### src/rtl/life_pkg.sv
// Shared definitions for the game-of-life display path.
//   GRID_W       : width of one generation (8x8 cells, row 0 in the MSBs)
//   GEN_W        : width of the generation counter
//   grid_t       : one full generation
//   scan_state_t : row-scanner states (IDLE, BLANK, DRIVE)
package life_pkg;

  localparam int GRID_W = 64;
  localparam int GEN_W  = 16;

  typedef logic [GRID_W-1:0] grid_t;

  typedef enum logic [1:0] {
    IDLE  = 2'd0,
    BLANK = 2'd1,
    DRIVE = 2'd2
  } scan_state_t;

endpackage

### src/rtl/life_row_mux.sv
// Row slice selector: picks the COLS-bit column pattern of one row out of a
// full generation. Row 0 occupies the top COLS bits of the grid; bit COLS-1
// of the slice is the leftmost cell.
//   grid     in  GRID_W   generation being displayed
//   row      in  RW       row index, 0..ROWS-1
//   col_data out COLS     cells of the selected row
module life_row_mux
  import life_pkg::*;
#(
  parameter int ROWS = 8,
  parameter int COLS = 8,
  parameter int RW   = $clog2(ROWS)
) (
  input  logic [GRID_W-1:0] grid,
  input  logic [RW-1:0]     row,
  output logic [COLS-1:0]   col_data
);

  // Constant slices per row keep the select a plain mux tree.
  always_comb begin
    col_data = '0;
    for (int r = 0; r < ROWS; r++) begin
      if (row == RW'(r)) begin
        col_data = grid[GRID_W-1-COLS*r -: COLS];
      end
    end
  end

endmodule

### src/rtl/life_grid_scanner.sv
// Double-buffered 8x8 LED matrix scanner for the game-of-life core.
// A generation handed over by the core lands in a shadow buffer and is
// swapped into the active (displayed) buffer only at a frame boundary, so a
// frame never mixes two generations. Each row is driven for DWELL clocks,
// preceded by one blank clock to suppress ghosting between rows.
//   clk         in   1       system clock, rising edge
//   reset       in   1       asynchronous reset, active-low
//   grid_in     in   GRID_W  generation from the core (row 0 = MSBs)
//   grid_valid  in   1       grid_in holds a new generation
//   grid_ready  out  1       shadow buffer empty; transfer on valid & ready
//   row_sel     out  ROWS    one-hot row drive, active-high
//   col_data    out  COLS    column data of the driven row, bit 7 = leftmost
//   frame_done  out  1       one-cycle pulse at the end of the last row
//   gen_count   out  GEN_W   generations swapped in, saturating
//   stable      out  1       last swapped-in generation equals its predecessor
module life_grid_scanner
  import life_pkg::*;
#(
  parameter int ROWS  = 8,
  parameter int COLS  = 8,
  parameter int DWELL = 1000
) (
  input  logic              clk,
  input  logic              reset,
  input  logic [GRID_W-1:0] grid_in,
  input  logic              grid_valid,
  output logic              grid_ready,
  output logic [ROWS-1:0]   row_sel,
  output logic [COLS-1:0]   col_data,
  output logic              frame_done,
  output logic [GEN_W-1:0]  gen_count,
  output logic              stable
);

  localparam int RW   = $clog2(ROWS);
  localparam int DW_W = $clog2(DWELL);

  localparam logic [RW-1:0]   ROW_LAST   = RW'(ROWS - 1);
  localparam logic [DW_W-1:0] DWELL_LAST = DW_W'(DWELL - 1);

  scan_state_t     state;
  logic [RW-1:0]   row;
  logic [DW_W-1:0] dwell_cnt;
  grid_t           active_buf;
  grid_t           shadow_buf;
  logic            shadow_empty;
  logic [COLS-1:0] row_slice;

  function automatic logic [GEN_W-1:0] sat_inc(input logic [GEN_W-1:0] v);
    return (v == '1) ? v : v + GEN_W'(1);
  endfunction

  // Slice of the row that the next DRIVE state will show. row and
  // active_buf are already settled while in BLANK, so the registered
  // col_data picks up the correct pattern on the edge entering DRIVE.
  life_row_mux #(
    .ROWS (ROWS),
    .COLS (COLS),
    .RW   (RW)
  ) u_row_mux (
    .grid     (active_buf),
    .row      (row),
    .col_data (row_slice)
  );

  // Outside IDLE the core may only hand over a generation when the shadow
  // buffer is free. In IDLE the shadow is always empty, so ready stays high
  // and the first generation goes straight into the active buffer.
  assign grid_ready = shadow_empty;

  always_ff @(posedge clk or negedge reset) begin
    if (!reset) begin
      state        <= IDLE;
      row          <= '0;
      dwell_cnt    <= '0;
      active_buf   <= '0;
      shadow_buf   <= '0;
      shadow_empty <= 1'b1;
      row_sel      <= '0;
      col_data     <= '0;
      frame_done   <= 1'b0;
      gen_count    <= '0;
      stable       <= 1'b0;
    end else begin
      frame_done <= 1'b0;

      // Shadow fill while scanning. A swap below only happens with the
      // shadow full, so it never collides with this load; a valid arriving
      // in the swap cycle sees ready low and is held off one cycle.
      if (state != IDLE && grid_valid && shadow_empty) begin
        shadow_buf   <= grid_in;
        shadow_empty <= 1'b0;
      end

      case (state)
        IDLE: begin
          row_sel  <= '0;
          col_data <= '0;
          if (grid_valid) begin
            active_buf <= grid_in;
            gen_count  <= GEN_W'(1);
            row        <= '0;
            state      <= BLANK;
          end
        end

        BLANK: begin
          row_sel   <= ROWS'(1) << row;
          col_data  <= row_slice;
          dwell_cnt <= '0;
          state     <= DRIVE;
        end

        DRIVE: begin
          if (dwell_cnt == DWELL_LAST) begin
            row_sel  <= '0;
            col_data <= '0;
            state    <= BLANK;
            if (row == ROW_LAST) begin
              row        <= '0;
              frame_done <= 1'b1;
              // Frame boundary: promote a waiting generation. With no new
              // generation the current one is simply rescanned.
              if (!shadow_empty) begin
                active_buf   <= shadow_buf;
                shadow_empty <= 1'b1;
                gen_count    <= sat_inc(gen_count);
                stable       <= (shadow_buf == active_buf);
              end
            end else begin
              row <= row + RW'(1);
            end
          end else begin
            dwell_cnt <= dwell_cnt + DW_W'(1);
          end
        end

        default: begin
          row_sel  <= '0;
          col_data <= '0;
          state    <= IDLE;
        end
      endcase
    end
  end

endmodule
### config.mk
export PLATFORM = sky130hd
export DESIGN_NAME = life_grid_scanner
export DESIGN_NICKNAME = d
export VERILOG_FILES = /design/src/rtl/life_pkg.sv /design/src/rtl/life_row_mux.sv /design/src/rtl/life_grid_scanner.sv
export SDC_FILE = /design/constraint.sdc
export NUM_CORES = 1
export LEC_CHECK = 0
export CORE_MARGIN = 8
export CORE_UTILIZATION = 33
export CTS_BUF_LIST = sky130_fd_sc_hd__clkbuf_16
export DETAILED_ROUTE_END_ITERATION = 12
export GPL_ROUTABILITY_DRIVEN = 0
export PLACE_DENSITY_LB_ADDON = 0.05
export SKIP_CTS_REPAIR_TIMING = 1
export SLEW_MARGIN = 20
export SYNTH_ARGS = -nofsm -noshare
export SYNTH_HDL_FRONTEND = slang
export SYNTH_HIERARCHICAL = 1
export SYNTH_SLANG_ARGS = --single-unit
### constraint.sdc
create_clock -name clk -period 3 [get_ports clk]
set_input_delay 0.75 -clock clk [delete_from_list [all_inputs] [get_ports clk]]
set_output_delay 0.75 -clock clk [all_outputs]
set_load 0.005 [all_outputs]
* Word level (Yosys, flattened, before mapping)
Index checks and enable logic that the tools add are counted.
Word-level totals: register bits after elaboration 178, logic and storage cells 86, output and inout bits 35
Operators by class: muxes and demuxes 39, shifts and indexed selects 1, bitwise logic cells 1, equality and inequality tests 18, add/subtract/negate cells 3, reductions and logical operators 13
Operator list (number):
- $mux 64 | 4
- $pmux 64 s2 | 1
- $mux 16 | 5
- $mux 8 | 9
- $eq 64x64->1 | 1
- $pmux 16 s2 | 1
- $pmux 8 s2 | 2
- $pmux 10 s2 | 1
- $add 16x1->16 const B | 1
- $eq 16x16->1 const B | 1
- $eq 3x3->1 const B | 4
- $ne 2x2->1 const B | 6
- $add 10x1->10 const B | 1
- $eq 10x10->1 const B | 1
- $mux 10 | 1
- $mux 3 | 3
- $mux 1 | 8
- $shl 1x3->8 const A | 1
- $eq 3x2->1 const B | 2
- $pmux 2 s3 | 1
- $pmux 3 s2 | 1
- $reduce_and 6->1 | 1
- $reduce_bool 2->1 | 3
- $reduce_and 5->1 | 1
- other kinds (12) | 15

* Depth between registers and ports, before layout
depth in word-level cells 10, depth in mapped cells 10, gate-level depth less buffers 7

* Modules after synthesis
Netlist, hierarchy kept.
By module, submodules not included:
- life_grid_scanner | cells each 734, seq. area each 4455.5 µm², area an instance 8441.8 µm², instances 1
- life_row_mux | cells each 29, seq. area each 0.0 µm², area an instance 550.5 µm², instances 1

* Least setup slack after synthesis
No wires, ideal clock.
path kind register to register, from register row[0], to register gen_count[8], data required time 2897 ps, path slack 804 ps, arrival 2092 ps, cell stages (with the launch flop) 10, path buffers 2, clock period less this slack 2196 ps, setup time 103 ps, path through dfrtp_1 ha_1 ha_1 nand4bb_1 nor4_4 a31oi_2 buf_6 or3_1 buf_2 o41ai_2
Between the ends: cells in the longest elaborated chain, start to end 3
RTL lines:
- start: declaration | line life_grid_scanner.sv:42 | logic [RW-1:0] row;
- start signal: assignment | line life_grid_scanner.sv:131 | row <= row + RW'(1);
- $eq 3x3->1 | line life_grid_scanner.sv:119 | if (row == ROW_LAST) begin
- $ne 2x2->1 (no source line)
- $reduce_and 6->1 (no source line)
- end signal: assignment | line life_grid_scanner.sv:127 | gen_count <= sat_inc(gen_count);
- end: declaration | line life_grid_scanner.sv:31 | output logic [GEN_W-1:0] gen_count,
No other way between the ends. A chain may end at the register's enable or synchronous reset.

* Worst setup path in the final report
from register dwell_cnt[0], to register gen_count[11]
Between the ends: cells in the longest elaborated chain, start to end 3
RTL lines:
- start: declaration | line life_grid_scanner.sv:43 | logic [DW_W-1:0] dwell_cnt;
- start signal: assignment | line life_grid_scanner.sv:134 | dwell_cnt <= dwell_cnt + DW_W'(1);
- $eq 10x10->1 | line life_grid_scanner.sv:115 | if (dwell_cnt == DWELL_LAST) begin
- $ne 2x2->1 (no source line)
- $reduce_and 6->1 (no source line)
No other way between the ends.

==> impl_metrics.env <==
export IMPL_synth_area_um2=8992
export IMPL_wl_per_cell_um=20.28
export IMPL_p_leak_uw=0.005215
export IMPL_finalClockSkew_ns=0.01116
export IMPL_cts_buffers=17
export IMPL_worstSetupEndpointType="register"
export IMPL_grt_max_degree=129
export IMPL_rsz0062_at_grt="false"
export IMPL_std_cell_rows=60
export IMPL_mostFrequentLayoutCell="dfrtp_1"
export IMPL_area_delta_synth_final_pct=22.16
export IMPL_finalHoldViolCount=0
export IMPL_drtPass1Iterations=4
export IMPL_final_cell_mix="177 x dfrtp_1, 100 x clkdlybuf4s50_1, 82 x nand2_1, 77 x o21ai_0, 73 x mux2_2"
export IMPL_grt_pass1_wl_um=39200
export IMPL_path_max_fanout=7
export IMPL_status="completed"
export IMPL_fill_cells=2595
export IMPL_syn_nets=838
export IMPL_fin_util_pct=40.88
export IMPL_drt_wl_total_um=24560
export IMPL_drtIter0Drc=498
export IMPL_die_area_um2=32790
export IMPL_nets=932
export IMPL_async_flop_share_pct=100.0
export IMPL_ios=102
export IMPL_core_um2=26880
export IMPL_die_h_um=181.1
export IMPL_dp_hpwl_um=17700
export IMPL_fp_dieW_um=181.1
export IMPL_htree_levels=4
export IMPL_ys_ff_latch=178
export IMPL_cts_buffer_depth=2
export IMPL_max_cap_violations=0
export IMPL_ir_worst_vdd_v=0.0003813
export IMPL_start_util_pct=33.46
export IMPL_insertion_delay_ns=0.43
export IMPL_clock_sinks=178
export IMPL_maxSlewHeadroom_pct=46.73
export IMPL_ys_flop_type="dfrtp_1"
export IMPL_crit_arrival_ns=2.77
export IMPL_tightest_slew_ns=0.7924
export IMPL_drc=0
export IMPL_port_buffers=101
export IMPL_antennaDiodeCount=0
export IMPL_setup_tns_ns=0
export IMPL_synth_warnings=6
export IMPL_root_buffer="clkbuf_16"
export IMPL_startpoint_type="register"
export IMPL_finalCriticalPeriod_ns=2.411
export IMPL_worstSetupPathType="register to register"
export IMPL_overflow=0
export IMPL_drive_above_1_share_pct=15.40
export IMPL_post_route_period_util_pct=80.36
export IMPL_cts_reportedPaths_clkPinSlew_ns=0.08
export IMPL_fmax_ghz=0.4148
export IMPL_synthCells=763
export IMPL_hold_class="input pin to async pin"
export IMPL_slew_violations=0
export IMPL_vias=6230
export IMPL_ys_seq_area_share_pct=49.55
export IMPL_power_density_nw_per_um2=718.0
export IMPL_synth_distinct_cells=53
export IMPL_grt_total_usage_pct=15.20
export IMPL_grt_pass1_vias=6575
export IMPL_cts_tree="done"
export IMPL_synth_avg_cell_area_um2=11.79
export IMPL_setup_violations=0
export IMPL_vias_per_cell=5.145
export IMPL_drtAntennaViolNets=0
export IMPL_synth_edf_count=0
export IMPL_worstPathRequired_ns=3.36
export IMPL_grt_antenna_before_repair=0
==> kinds of logic after synthesis <==
kind of cell / share of synthesized area (%)
AND/OR/NAND/NOR: 9.100
multiplexers: 21.01
buffers and inverters: 2.560
flip-flops: 49.55
AO/OA/AOI/OAI: 10.44
XOR/XNOR: 6.234
adder cells (fa/ha/maj): 1.113
==> stage by stage <==
step                      total power [uW]  setup WS, ns  hold WS [ns]  instances  cell area (um2)
after detailed placement              5811        0.4787        0.4847       1179            10430
after global routing                  8397        0.4318        0.2610       1211            10990
after CTS                             8013        0.6052        0.2600       1211            10990
final                                 7887        0.5893        0.2411       1211            10990
after floorplan                       4798        0.8044        0.4544        763             8992
after global placement                5758        0.4884        0.4811       1179            10430
==> where the power goes <==
group          leakage, uW  internal [uW]  switching (uW)
clock network     0.000276           1150            1020
registers          0.00239           2840             555
logic              0.00255           1070            1250
total              0.00522           5060            2830
==> metal layers <==
metal | vias to the layer above | track usage (%) | share of wire, %
li1 | 2992 | - | -
met1 | 3086 | 20.02 | 46
met2 | 139 | 25.46 | 48
met3 | 13 | 3.089 | 4.0
met4 | 0 | 3.313 | 1.2
met5 | - | 0 | 0
==> path summary, 6_finish.rpt <==
kind                               from            end  cells after the start  slack, ns
max in group asynchronous         reset     grid_ready                      2       2.00
setup reg to reg           dwell_cnt[0]  gen_count[11]                      6       0.59
setup / recovery           dwell_cnt[0]  gen_count[11]                      6       0.59
hold reg to reg              row_sel[7]     row_sel[7]                      1       0.50
hold / removal                    reset  gen_count[11]                      1       0.24
min in group clk             row_sel[7]     row_sel[7]                      1       0.50
==> cell usage after synthesis, drive strengths merged (5+ instances only) <==
| cell | count | area (um2) |
|---|---|---|
| nor3 | 7 | 35.03 |
| nand4 | 9 | 71.32 |
| xor2 | 64 | 560.5 |
| o31ai | 11 | 82.58 |
| ha | 8 | 100.1 |
| clkbuf | 29 | 108.9 |
| nand2 | 82 | 307.8 |
| mux2 | 73 | 822.0 |
| mux2i | 65 | 650.6 |
| nor2 | 8 | 30.03 |
| o21ai | 77 | 385.4 |
| a21oi | 9 | 45.04 |
| nor4 | 19 | 133.9 |
| a22o | 15 | 131.4 |
| a31oi | 5 | 37.53 |
| nand3 | 13 | 65.06 |
| dfrtp | 177 | 4429 |
| mux4 | 16 | 416.7 |
| buf | 15 | 95.09 |
| inv | 7 | 26.28 |
==> sequential cells by signal (all words and copies together) (netlist names) <==
| register | cells |
|---|---|
| stable | 1 |
| col_data | 8 |
| gen_count | 16 |
| dwell_cnt | 10 |
| row_sel | 8 |
| shadow_buf | 64 |
| frame_done | 1 |
| active_buf | 64 |
| state | 2 |
| grid_ready | 1 |
| row | 3 |
==> final cells by class <==
| class | count | area (um2) | area share [%] |
|---|---|---|---|
| inverters | 7 | 26.28 | 0.2392 |
| repair buffers | 119 | 1197 | 10.90 |
| well taps | 341 | 426.7 | 3.884 |
| clock inverters | 15 | 131.4 | 1.196 |
| flip-flops and latches | 178 | 4456 | 40.56 |
| clock buffers | 17 | 425.4 | 3.872 |
| multi-input cells | 534 | 4323 | 39.35 |
==> critical path, cell delays in order, from the launching register on <==
cell	delay, ns
dfrtp_1	0.39
ha_1	0.27
nand4b_2	0.25
nor4_1	0.63
o211ai_1	0.34
a31o_2	0.30
a31oi_1	0.16
No activity file was read; power rests on OpenSTA's default activity.
